--- src/rtl/fft_pkg.sv ---
// Shared types and the rounding/saturation helpers for the round scheduler.
// Holds default sample widths, round mode and output-stage state encodings.
// Helpers work on a 64-bit sign-extended sample so any IN_W < 64 fits.
package fft_pkg;

  localparam int IN_W_DEF  = 32;
  localparam int OUT_W_DEF = 16;

  typedef enum logic {
    RND_TRUNC   = 1'b0,
    RND_HALF_UP = 1'b1
  } round_mode_e;

  typedef enum logic {
    ST_EMPTY = 1'b0,
    ST_FULL  = 1'b1
  } out_state_e;

  // Arithmetic shift by `shift`, with a half-LSB bias added first in
  // round mode. The 64-bit sum cannot overflow for any IN_W < 64.
  function automatic logic signed [63:0] round_raw(
    input logic signed [63:0] x,
    input int unsigned        shift,
    input round_mode_e        mode
  );
    logic signed [63:0] bias;
    bias = (mode == RND_HALF_UP) ? (64'sd1 <<< (shift - 1)) : 64'sd0;
    return (x + bias) >>> shift;
  endfunction

  // Only the rounding bias can push a value past the positive output limit;
  // truncation of an in-range sample always fits, and negatives move up.
  function automatic logic round_sat(
    input logic signed [63:0] x,
    input int unsigned        shift,
    input int unsigned        out_w,
    input round_mode_e        mode
  );
    logic signed [63:0] max_pos;
    max_pos = (64'sd1 <<< (out_w - 1)) - 64'sd1;
    return (mode == RND_HALF_UP) && (round_raw(x, shift, mode) > max_pos);
  endfunction

  // Final result: the shifted value, or the largest positive code on overflow.
  function automatic logic signed [63:0] round_sample(
    input logic signed [63:0] x,
    input int unsigned        shift,
    input int unsigned        out_w,
    input round_mode_e        mode
  );
    if (round_sat(x, shift, out_w, mode)) begin
      return (64'sd1 <<< (out_w - 1)) - 64'sd1;
    end
    return round_raw(x, shift, mode);
  endfunction

endpackage

--- src/rtl/round_scheduler_if.sv ---
// Requester and output handshake bundle for the round scheduler.
// Ports: req_valid/req_data/req_ready per requester; out_valid/out_data/
// out_id/out_ready for the single rounded output stream.
interface round_scheduler_if import fft_pkg::*; #(
  parameter int N_REQ = 4,
  parameter int IN_W  = IN_W_DEF,
  parameter int OUT_W = OUT_W_DEF
);

  localparam int ID_W = $clog2(N_REQ);

  logic [N_REQ-1:0]           req_valid;
  logic [N_REQ-1:0][IN_W-1:0] req_data;
  logic [N_REQ-1:0]           req_ready;
  logic                       out_valid;
  logic [OUT_W-1:0]           out_data;
  logic [ID_W-1:0]            out_id;
  logic                       out_ready;

  // Traffic source/sink side (requesters plus downstream consumer).
  modport master (
    output req_valid, req_data, out_ready,
    input  req_ready, out_valid, out_data, out_id
  );

  // Scheduler side.
  modport slave (
    input  req_valid, req_data, out_ready,
    output req_ready, out_valid, out_data, out_id
  );

endinterface

--- src/rtl/rr_arbiter.sv ---
// Round-robin one-hot grant picker, purely combinational.
// Ports: req_i request vector, ptr_i last granted index, en_i grant enable;
// gnt_o one-hot (or zero) grant, gnt_idx_o index of the granted requester.
module rr_arbiter #(
  parameter int N_REQ = 4,
  parameter int ID_W  = $clog2(N_REQ)
) (
  input  logic [N_REQ-1:0] req_i,
  input  logic [ID_W-1:0]  ptr_i,
  input  logic             en_i,
  output logic [N_REQ-1:0] gnt_o,
  output logic [ID_W-1:0]  gnt_idx_o
);

  // One extra bit so ptr + offset (at most 2*N_REQ-1) never wraps.
  localparam logic [ID_W:0] N_W = (ID_W + 1)'(N_REQ);

  logic          found;
  logic [ID_W:0] k;

  // Walk ptr+1 .. ptr+N_REQ (mod N_REQ); the first active request wins,
  // so the previous winner is visited last.
  always_comb begin
    gnt_o     = '0;
    gnt_idx_o = '0;
    found     = 1'b0;
    k         = '0;
    for (int i = 1; i <= N_REQ; i++) begin
      k = {1'b0, ptr_i} + (ID_W + 1)'(i);
      if (k >= N_W) begin
        k = k - N_W;
      end
      if (en_i && !found && req_i[k[ID_W-1:0]]) begin
        found               = 1'b1;
        gnt_o[k[ID_W-1:0]]  = 1'b1;
        gnt_idx_o           = k[ID_W-1:0];
      end
    end
  end

endmodule

--- src/rtl/round_scheduler.sv ---
// Shares one rounding datapath among N_REQ requesters with round-robin
// arbitration and a single-entry output register (1-cycle latency).
// Ports: clk/rst; bus (slave modport) handshakes; round_mode selects
// truncate vs round-half-up; sat_count/sat_clr expose saturation events.
module round_scheduler import fft_pkg::*; #(
  parameter int N_REQ = 4,
  parameter int IN_W  = IN_W_DEF,
  parameter int OUT_W = OUT_W_DEF
) (
  input  logic                clk,
  input  logic                rst,
  round_scheduler_if.slave    bus,
  input  logic                round_mode,
  input  logic                sat_clr,
  output logic [15:0]         sat_count
);

  localparam int ID_W  = $clog2(N_REQ);
  localparam int SHIFT = IN_W - OUT_W;
  // Pointer starts at the last index so requester 0 is searched first.
  localparam logic [ID_W-1:0] LAST_RST = ID_W'(N_REQ - 1);

  out_state_e         state_q, state_d;
  logic [OUT_W-1:0]   out_data_q, out_data_d;
  logic [ID_W-1:0]    out_id_q, out_id_d;
  logic [ID_W-1:0]    last_q, last_d;
  logic [15:0]        sat_q, sat_d;

  logic               grant_en;
  logic [N_REQ-1:0]   gnt;
  logic [ID_W-1:0]    gnt_idx;
  logic               in_xfer;
  logic [IN_W-1:0]    sel_data;
  logic signed [63:0] sel_ext;
  round_mode_e        mode;

  // Accept a new sample when the register is free or is being drained in
  // the same cycle; held off entirely while reset is asserted.
  assign grant_en = !rst && ((state_q == ST_EMPTY) || bus.out_ready);

  rr_arbiter #(
    .N_REQ (N_REQ),
    .ID_W  (ID_W)
  ) u_arb (
    .req_i     (bus.req_valid),
    .ptr_i     (last_q),
    .en_i      (grant_en),
    .gnt_o     (gnt),
    .gnt_idx_o (gnt_idx)
  );

  // Grant is only ever issued to a valid requester, so any grant is a transfer.
  assign bus.req_ready = gnt;
  assign in_xfer       = |gnt;
  assign sel_data      = bus.req_data[gnt_idx];
  assign sel_ext       = {{(64 - IN_W){sel_data[IN_W-1]}}, sel_data};
  assign mode          = round_mode_e'(round_mode);

  assign bus.out_valid = (state_q == ST_FULL);
  assign bus.out_data  = out_data_q;
  assign bus.out_id    = out_id_q;
  assign sat_count     = sat_q;

  always_comb begin
    state_d    = state_q;
    out_data_d = out_data_q;
    out_id_d   = out_id_q;
    last_d     = last_q;
    sat_d      = sat_q;

    case (state_q)
      ST_EMPTY: if (in_xfer) state_d = ST_FULL;
      ST_FULL: begin
        if (in_xfer) begin
          state_d = ST_FULL;
        end else if (bus.out_ready) begin
          state_d = ST_EMPTY;
        end
      end
      default: state_d = ST_EMPTY;
    endcase

    if (in_xfer) begin
      out_data_d = OUT_W'(round_sample(sel_ext, SHIFT, OUT_W, mode));
      out_id_d   = gnt_idx;
      last_d     = gnt_idx;
    end

    // Clear wins over a simultaneous saturation; the counter sticks at max.
    if (sat_clr) begin
      sat_d = '0;
    end else if (in_xfer && round_sat(sel_ext, SHIFT, OUT_W, mode) &&
                 (sat_q != 16'hFFFF)) begin
      sat_d = sat_q + 16'd1;
    end
  end

  always_ff @(posedge clk or posedge rst) begin
    if (rst) begin
      state_q    <= ST_EMPTY;
      out_data_q <= '0;
      out_id_q   <= '0;
      last_q     <= LAST_RST;
      sat_q      <= '0;
    end else begin
      state_q    <= state_d;
      out_data_q <= out_data_d;
      out_id_q   <= out_id_d;
      last_q     <= last_d;
      sat_q      <= sat_d;
    end
  end

endmodule

--- src/flat_wrapper.sv ---
// flat-port wrapper written by rule: the top's interface ports become plain ports
module round_scheduler_flat import fft_pkg::*;
#(
  parameter int N_REQ = 4,
  parameter int IN_W  = IN_W_DEF,
  parameter int OUT_W = OUT_W_DEF
)
  (clk, rst, round_mode, sat_clr, sat_count, bus_req_valid, bus_req_data, bus_out_ready, bus_req_ready, bus_out_valid, bus_out_data, bus_out_id);
  round_scheduler_if #(.N_REQ(N_REQ), .IN_W(IN_W), .OUT_W(OUT_W)) bus_i ();
  input  logic clk;
  input  logic rst;
  input  logic round_mode;
  input  logic sat_clr;
  output logic [15:0] sat_count;
  input wire logic [$bits(bus_i.req_valid)-1:0] bus_req_valid;
  input wire logic [$bits(bus_i.req_data)-1:0] bus_req_data;
  input wire logic [$bits(bus_i.out_ready)-1:0] bus_out_ready;
  output wire logic [$bits(bus_i.req_ready)-1:0] bus_req_ready;
  output wire logic [$bits(bus_i.out_valid)-1:0] bus_out_valid;
  output wire logic [$bits(bus_i.out_data)-1:0] bus_out_data;
  output wire logic [$bits(bus_i.out_id)-1:0] bus_out_id;
  assign bus_i.req_valid = bus_req_valid;
  assign bus_i.req_data = bus_req_data;
  assign bus_i.out_ready = bus_out_ready;
  assign bus_req_ready = bus_i.req_ready;
  assign bus_out_valid = bus_i.out_valid;
  assign bus_out_data = bus_i.out_data;
  assign bus_out_id = bus_i.out_id;
  round_scheduler #(.N_REQ(N_REQ), .IN_W(IN_W), .OUT_W(OUT_W)) u_core (.clk(clk), .rst(rst), .bus(bus_i), .round_mode(round_mode), .sat_clr(sat_clr), .sat_count(sat_count));
endmodule
--- config.mk ---
export PLATFORM = sky130hd
export DESIGN_NAME = round_scheduler_flat
export DESIGN_NICKNAME = d
export VERILOG_FILES = /design/src/rtl/fft_pkg.sv /design/src/rtl/round_scheduler_if.sv /design/src/rtl/rr_arbiter.sv /design/src/rtl/round_scheduler.sv /design/src/flat_wrapper.sv
export SDC_FILE = /design/constraint.sdc
export NUM_CORES = 1
export LEC_CHECK = 0
export ABC_AREA = 1
export CAP_MARGIN = 20
export CELL_PAD_IN_SITES_DETAIL_PLACEMENT = 1
export CELL_PAD_IN_SITES_GLOBAL_PLACEMENT = 2
export CORE_MARGIN = 4
export CORE_UTILIZATION = 19
export CTS_CLUSTER_SIZE = 30
export DETAILED_ROUTE_END_ITERATION = 8
export MAX_ROUTING_LAYER = met4
export PLACE_DENSITY = 0.86
export REMOVE_ABC_BUFFERS = 1
export SLEW_MARGIN = 25
export SYNTH_ARGS = -nofsm -noshare
export SYNTH_HDL_FRONTEND = slang
export SYNTH_SLANG_ARGS = --single-unit
--- constraint.sdc ---
create_clock -name clk -period 4.2 [get_ports clk]
set_clock_uncertainty 0.05 [all_clocks]
set_input_delay 0.42 -clock clk [delete_from_list [all_inputs] [get_ports clk]]
set_output_delay 0.42 -clock clk [all_outputs]
set_load 0.01 [all_outputs]
==> metrics.md, run 1 <==
| Metric | Value |
|---|---|
| Number of synthesized flops with an enable pin | 0 |
| Final ANT Viol Nets | 0 |
| H-tree depth | 2 |
| Crit path max fanout | 37 |
| Final #Nets | 734 |
| IO Count | 176 |
| Top FF cell, synth | dfrtp_1 |
| WP buf/inv | 3 |
| DRC violation count after routing | 0 |
| Ys async rst share | 100% |
| Post-synthesis register bit count | 37 |
| RSZ-0062 raised after global routing | false |
| Syn Inst Count | 472 |
| Worst EP required | 4.32 ns |
| Critical Path Sink Type | register |
| Average size of a mapped cell | 6.71 µm² |
| Initial core utilization | 19.7% |
| First-pass GRT wire length | 19300 µm |
| Largest net degree at the start of global routing | 38 |
| PortBufs | 115 |
| Chip Width | 137 µm |
| Initial antenna violation count | 0 |
| Fmax | 0.262 GHz |
| Total global routing overflow | 0 |
| Slowest cell on the critical path | dfstp_2 |
| Yosys top cell by area | dfrtp_1 |
| # setup viols final | 0 |
| RePlAce Congestion | 0.803 |
| Seq/Total Area, Yosys | 29.3% |
| Root Driver | clkbuf_16 |
| Die Height | 137 µm |
| Final Max Tran Viols | 0 |
| Post-synth top cells | nand2_1, nand3_1, nor2_1, inv_1, dfrtp_1 |
| Crit-path cells | inv_2 -> ha_4 -> inv_1 -> nand3_1 -> nand2_2 -> nor3_4 -> inv_2 -> nand2_1 -> nand2_4 -> nand2_8 -> o211ai_1 -> a21boi_2 -> ha_1 -> nand2_2 -> nor2_4 -> nand3_1 -> nand2_2 -> nand3_4 -> nor2_4 -> nand3_1 -> nand2_1 -> a21oi_1 |
| Yosys Warn Count | 0 |
| Post-Syn Area | 3170 µm² |
| Lkg Pwr | 1.99 nW |
| Vias | 3624 |
| P&R area growth vs syn | 51.4% |
| Final core occ | 29.8% |
| CORE AREA | 16100 µm² |
| Setup ws final | 0.382 ns |
| Count leader, synth | nand2_1 |
| Synth top area cells | dfrtp_1, nand2_1, nand3_1, nor2_1, inv_1 |
| CTS tree | done |
| Clk sinks | 37 |
| Layout cell share with drive strength beyond 1 | 11.5% |
| Pwr dens | 612 nW/µm² |
| Least-Margin Pin Slew | 1.39 ns |
| Initial DRC count | 138 |
| ANT cells | 0 |
| Pre-antenna DRT Iters | 4 |
| Worst slew margin | 6.73% |
| Clk slew on worst S/H paths | 0.06 ns |
| WP data arrival | 3.94 ns |
| Status | complete, no violations |
| Setup CP Type | reg -> reg |
| Crit-path max cell delay | 0.53 ns |
| Vias in the first global route | 3812 |
| Maxcap violations | 0 |
| Top Family by Delay on Critical Path | simple AND/OR/NAND/NOR gates |
| Peak VDD IR | 0.199 mV |
| Tot GR Track Use | 13.0% |
| Final min period | 3.82 ns |
| Area share of the largest cell type after synthesis | 27.6% |
| Final period util | 90.9% |
| Worst min path class | reg -> reg |
| WL final | 12100 µm |
| Total power | 2.94 mW |
| DR WL/cell | 15.0 µm |
| Critical Path Source Type | register |
| Die footprint | 18800 µm² |
| Worst-Skew Late Latency | 0.28 ns |
| R2R setup slack | 0.38 ns |
| Pre-CTS setup slack | 0.153 ns |
| Routed vias/inst | 4.49 |
| Fin. Hold Viols | 0 |
| CTS Buf Count | 5 |
| HPWL after detailed placement | 9690 µm |
| Setup_tns | 0 ns |
| Row Count | 46 |
| CTS max path bufs | 2 |
| Synth cell types | 42 |
[metal layers]
metal	wire, µm	share of wire (%)	global-route usage (%)
met1	5210	43	15.6
met2	6100	50	23.0
met3	552	4.6	2.02
met4	228	1.9	2.77
met5	0	0	-
[layout by cell type, fill, tap and decap left out, types with 2 or more instances in the layout]
master and n:
buf_4 10, a21oi_1 27, xor2_1 8, nor2_4 8, a221oi_1 3, o21ai_1 2, nand3_2 5, nand4_1 5
nand3_1 83, dfrtp_1 35, nor2_1 57, ha_1 5, clkbuf_16 5, xnor2_1 6, nand2_1 111, nand2_2 11
inv_2 6, nor3_1 11, o21ai_0 9, buf_12 2, clkdlybuf4s50_1 115, dfstp_2 2, inv_1 38, nor3_2 5
[registers in the layout (all words and copies together), names as in the netlist]
name,cells
u_core.bus.out_valid,1
u_core.last_q,2
u_core.bus.out_data,16
u_core.sat_count,16
u_core.bus.out_id,2
[final timing paths]
path / from / endpoint / cells after the start
max reg2reg: u_core.last_q[1] / u_core.sat_count[8] / 22
min reg2reg: u_core.bus.out_id[0] / u_core.bus.out_id[0] / 2
min: u_core.bus.out_id[0] / u_core.bus.out_id[0] / 2
min in group asynchronous: rst / u_core.bus.out_valid / 3
max: u_core.last_q[1] / u_core.sat_count[8] / 22
max in group asynchronous: rst / u_core.last_q[1] / 3
[power by group]
| group | internal (mW) | switching, mW |
|---|---|---|
| clock | 0.223 | 0.155 |
| combinational | 0.777 | 1.25 |
| sequential | 0.465 | 0.0658 |
| total | 1.46 | 1.47 |
[per-stage QoR]
stage	instances	area, µm²	hold slack (ns)
6_report	808	4800	0.444
5_1_grt	808	4800	0.478
4_1_cts	803	4700	0.451
3_5_place_dp	795	4550	0.436
3_3_place_gp	795	4550	0.430
2_1_floorplan	455	3050	0.433
[kinds of logic (layout without fill, tap and decap cells)]
logic type | count (synthesis) | in the layout | synth area share (%)
compound gates | 51 | 51 | 9.32
xor+xnor | 14 | 14 | 3.87
fa+ha+maj | 6 | 6 | 2.37
buf+inv | 62 | 180 | 9.20
flops | 37 | 37 | 29.3
simple gates | 302 | 304 | 46.0
[cell type report]
cell class              instances  area (µm²)
clock buffers                   5         125
clock inverters                 3        25.0
fillers                      1991       11300
inverters                      45         171
multi-input cells             375        2010
flip-flops and latches         37         928
well taps                     216         270
repair buffers                127        1270
[worst register-to-register path: stages (launching register included)]
cell and delay (ns):
dfstp_2 0.53, inv_2 0.08, ha_4 0.30, inv_1 0.07
nand3_1 0.10, nand2_2 0.11, nor3_4 0.28, inv_2 0.07
nand2_1 0.12, nand2_4 0.10, nand2_8 0.21, o211ai_1 0.14
a21boi_2 0.19, ha_1 0.21, nand2_2 0.10, nor2_4 0.15
nand3_1 0.10, nand2_2 0.14, nand3_4 0.16, nor2_4 0.25
nand3_1 0.11, nand2_1 0.10, a21oi_1 0.05
[repair_timing]
action                                  in CTS  in global routing
gates resized for setup                      0                 12
hold buffers                                 0                  0
endpoints found under the setup margin       0                 30
buffers inserted                             0                  3
endpoints found under the hold margin        0                  0
(Power assumes the default switching activity.)
==> run 2: changes to the inputs <==
Settings changed: TNS_END_PERCENT set to 5.
==> results of run 2 <==
Final layout, timing and power as in run 1 (identical DEF).
==> run 3: changes to the inputs <==
Settings changed: PLACE_DENSITY 0.86 to 0.87, SYNTH_HIERARCHICAL set to 1.
==> run 3 against run 2 <==
Compared with the run above: power decreased by 1.8%; combinational power shrank 2%; area after synthesis grew 0.39%; final cell count grew 4.7%; core utilization fell by 0.15 points; highest routed layer unchanged; first-iteration DRC count down 15%; largest power group unchanged; sequential power about the same; design area is 2.0% higher; sequential cell count stayed put; clock power is essentially flat; sequential share of layout area shrank 0.39 points.
==> metrics.md, run 3 <==
| Metric | Value |
|---|---|
| Synth cell types | 35 (was 42) |
| Maxcap violations | 0 (unchanged) |
| Commonest non-fill, non-tap cell in the layout | nand2_1 (was clkdlybuf4s50_1) |
| Crit path max fanout | 20 (was 37) |
| Seq/Total Area, Yosys | 29.2% (was 29.3%) |
| Fmax | 0.266 GHz (was 0.262 GHz) |
| Final period util | 89.6% (was 90.9%) |
| ANT cells | 0 (unchanged) |
| Yosys Warn Count | 6 (was 0) |
| Pwr dens | 589 nW/µm² (was 612 nW/µm²) |
| Clk sinks | 37 (unchanged) |
| Area share of the largest cell type after synthesis | 27.5% (was 27.6%) |
| HPWL after detailed placement | 9140 µm (was 9690 µm) |
| Routed vias/inst | 4.20 (was 4.49) |
| Number of fill cells in the layout | 2062 (was 1991) |
| Chip Width | 137 µm (about the same) |
| Peak VDD IR | 0.178 mV (was 0.199 mV) |
| Final #Nets | 772 (was 734) |
| CTS Hold Bufs | 0 (unchanged) |
| Worst slew margin | 66.1% (was 6.73%) |
| Tot GR Track Use | 12.4% (was 13.0%) |
| Critical Path Sink Type | register (unchanged) |
| Initial antenna violation count | 0 (unchanged) |
| IO Count | 176 (unchanged) |
| Sequential power share | 18.4% (was 18.1%) |
| Final ANT Viol Nets | 0 (unchanged) |
| Least-Margin Pin Slew | 0.508 ns (was 1.39 ns) |
| Number of synthesized flops with an enable pin | 0 (unchanged) |
| WP data arrival | 3.88 ns (was 3.94 ns) |
| WL final | 11200 µm (was 12100 µm) |
| Gate power share | 68.5% (was 69.0%) |
| Post-DP Area | 4660 µm² (was 4550 µm²) |
| Top FF cell, synth | dfrtp_1 (unchanged) |
| Fin area | 4900 µm² (was 4800 µm²) |
| Average size of a mapped cell | 6.48 µm² (was 6.71 µm²) |
| Switching share of total power | 47.7% (was 50.1%) |
| Vias | 3557 (was 3624) |
| Hold_ws | 0.438 ns (was 0.444 ns) |
| PortBufs | 115 (unchanged) |
| Die Height | 137 µm (about the same) |
| Clock group share of total power | 13.1% (was 12.9%) |
| Layout cell share with drive strength beyond 1 | 12.6% (was 11.5%) |
| Pre-antenna DRT Iters | 4 (unchanged) |
| Int Pwr | 1.51 mW (was 1.46 mW) |
| RSZ-0062 raised after global routing | false (unchanged) |
| CORE AREA | 16500 µm² (was 16100 µm²) |
| Yosys top cell by area | dfrtp_1 (unchanged) |
| Fin. Hold Viols | 0 (unchanged) |
| Synth top area cells | dfrtp_1, nand2_1, nand3_1, inv_1, nor2_1 (was dfrtp_1, nand2_1, nand3_1, nor2_1, inv_1) |
| Row Count | 47 (was 46) |
| Post-synth top cells | nand2_1, nand3_1, inv_1, nor2_1, dfrtp_1 (was nand2_1, nand3_1, nor2_1, inv_1, dfrtp_1) |
| Final min period | 3.76 ns (was 3.82 ns) |
| Largest net degree at the start of global routing | 38 (unchanged) |
| Worst min path class | reg -> reg (unchanged) |
| Worst R2R Start | u_core/last_q[1] (was u_core.last_q[1]) |
| H-tree depth | 2 (unchanged) |
| NetSw | 1.38 mW (was 1.47 mW) |
| Count leader, synth | nand2_1 (unchanged) |
| RePlAce Congestion | 0.793 (was 0.803) |
| Clk slew on worst S/H paths | 0.06 ns (about the same) |
| Ys async rst share | 100% (unchanged) |
| Post-synthesis register bit count | 37 (unchanged) |
| Root Driver | clkbuf_16 (unchanged) |
| P&R area growth vs syn | 53.9% (was 51.4%) |
| Syn Inst Count | 491 (was 472) |
| Total global routing overflow | 0 (unchanged) |
| Worst Setup SP | u_core/last_q[1] (was u_core.last_q[1]) |
| DR WL/cell | 13.3 µm (was 15.0 µm) |
| Initial core utilization | 19.3% (was 19.7%) |
| CTS max path bufs | 2 (unchanged) |
| Die footprint | 18900 µm² (was 18800 µm²) |
| Post-Syn Area | 3180 µm² (was 3170 µm²) |
| DRC violation count after routing | 0 (unchanged) |
| Commonest non-fill, non-tap cells in the layout | nand2_1, clkdlybuf4s50_1, nand3_1, inv_1, nor2_1 (was clkdlybuf4s50_1, nand2_1, nand3_1, nor2_1, inv_1) |
| Lkg Pwr | 2.20 nW (was 1.99 nW) |
| First-pass GRT wire length | 18300 µm (was 19300 µm) |
| Vias in the first global route | 3725 (was 3812) |
| Critical Path Source Type | register (unchanged) |
| Final Max Tran Viols | 0 (unchanged) |
| # setup viols final | 0 (unchanged) |
| CTS tree | done (unchanged) |
| Worst EP required | 4.32 ns (about the same) |
| CTS Buf Count | 5 (unchanged) |
| Min-Delay Startpoint | u_core/bus.out_id[1] (was u_core.bus.out_id[0]) |
| Setup CP Type | reg -> reg (unchanged) |
| Status | complete, no violations (unchanged) |
| Initial DRC count | 117 (was 138) |
| Worst-Skew Late Latency | 0.28 ns (about the same) |
==> run 3: cell types whose count changed in the layout (fill, tap and decap cells not counted), sizes merged, moves of 4 or more <==
cell,delta
nand2,+37
buf,+17
o21bai,+5
clkinv,+6
nand4,+11
nor2,-13
xnor2,-4
o22ai,+9
ha,+4
nor3,-15
inv,+17
a21oi,-21
nand3,-18
==> run 3: repair_timing <==
action / CTS / global route
endpoints found under the setup margin: 4 / 31
gates resized for setup: 0 / 17
pin swaps: 1 / 4
buffers inserted: 2 / 3
hold endpoints to repair: 0 / 0
==> run 3: layer usage <==
metal,GRT usage (%),up-vias,routed length [µm]
li1,-,1833,-
met5,-,-,0
met2,21.8,64,5580
met4,2.22,0,113
met3,1.53,7,356
met1,15.4,1653,5180
==> run 3: path summary, 6_finish.rpt <==
| path | cells past startpoint | slack (ns) | endpoint |
|---|---|---|---|
| setup reg to reg | 27 | 0.44 | u_core/sat_count[3] |
| hold / removal | 2 | 0.44 | u_core/bus.out_id[1] |
| hold reg to reg | 2 | 0.44 | u_core/bus.out_id[1] |
| min in group asynchronous | 3 | 0.55 | u_core/bus.out_id[0] |
| setup / recovery | 27 | 0.44 | u_core/sat_count[3] |
| max in group asynchronous | 3 | 3.19 | u_core/bus.out_data[15] |
==> run 3: layout make-up <==
cell class / count / area (µm²) / area share, %
Sequential cell: 37 / 928 / 19.0
Multi-Input combinational cell: 369 / 1890 / 38.7
Inverter: 68 / 260 / 5.31
Clock inverter: 3 / 21.3 / 0.434
Tap cell: 220 / 275 / 5.62
Clock buffer: 5 / 125 / 2.55
Timing Repair Buffer: 144 / 1390 / 28.4
==> run 3: critical path, cell delays in order (launching register included) <==
cell	delay, ns
dfstp_2	0.53
inv_1	0.07
ha_4	0.30
inv_2	0.05
nand3_1	0.07
and2_4	0.17
nor2_4	0.06
nand3_1	0.10
nand3_2	0.12
buf_4	0.18
clkinv_4	0.12
o21ai_0	0.13
a21boi_2	0.18
ha_2	0.20
inv_1	0.05
nor2_2	0.11
nand2_2	0.09
nor2_4	0.12
nand3_1	0.09
nand2_2	0.10
nand3_2	0.11
nor2_4	0.12
buf_12	0.16
inv_2	0.07
nor2_2	0.11
nand2_1	0.07
nand2_1	0.07
nor2_1	0.04
==> run 3: kinds of logic (layout without fill, tap and decap cells) <==
group	count (synthesis)	in the layout	synth area share, %
buf+inv	85	220	12.6
compound gates	40	40	7.59
simple gates	307	307	43.4
flops	37	37	29.2
xor+xnor	12	12	3.30
fa+ha+maj	10	10	3.93
==> run 3: power groups by stage <==
| stage | Sequential (mW) | Combinational [mW] | Clock (mW) |
|---|---|---|---|
| global placement | 0.538 | 1.90 | 0 |
| detailed placement | 0.537 | 1.93 | 0 |
| floorplan | 0.569 | 1.07 | 0 |
| finish | 0.531 | 1.98 | 0.377 |
| CTS | 0.533 | 1.94 | 0.393 |
| global route | 0.546 | 2.24 | 0.403 |
==> run 3: stage by stage <==
stage,total power [mW],util (%),worst slack [ns],cells,setup TNS [ns]
2_1_floorplan,1.64,-,-0.788,474,-17.69
3_3_place_gp,2.43,28.2,0.112,833,0
3_5_place_dp,2.47,28.2,-0.0165,833,-0.0165
4_1_cts,2.87,29.2,0.0337,843,0
5_1_grt,3.19,29.6,0.0187,846,0
6_report,2.88,29.6,0.437,846,0
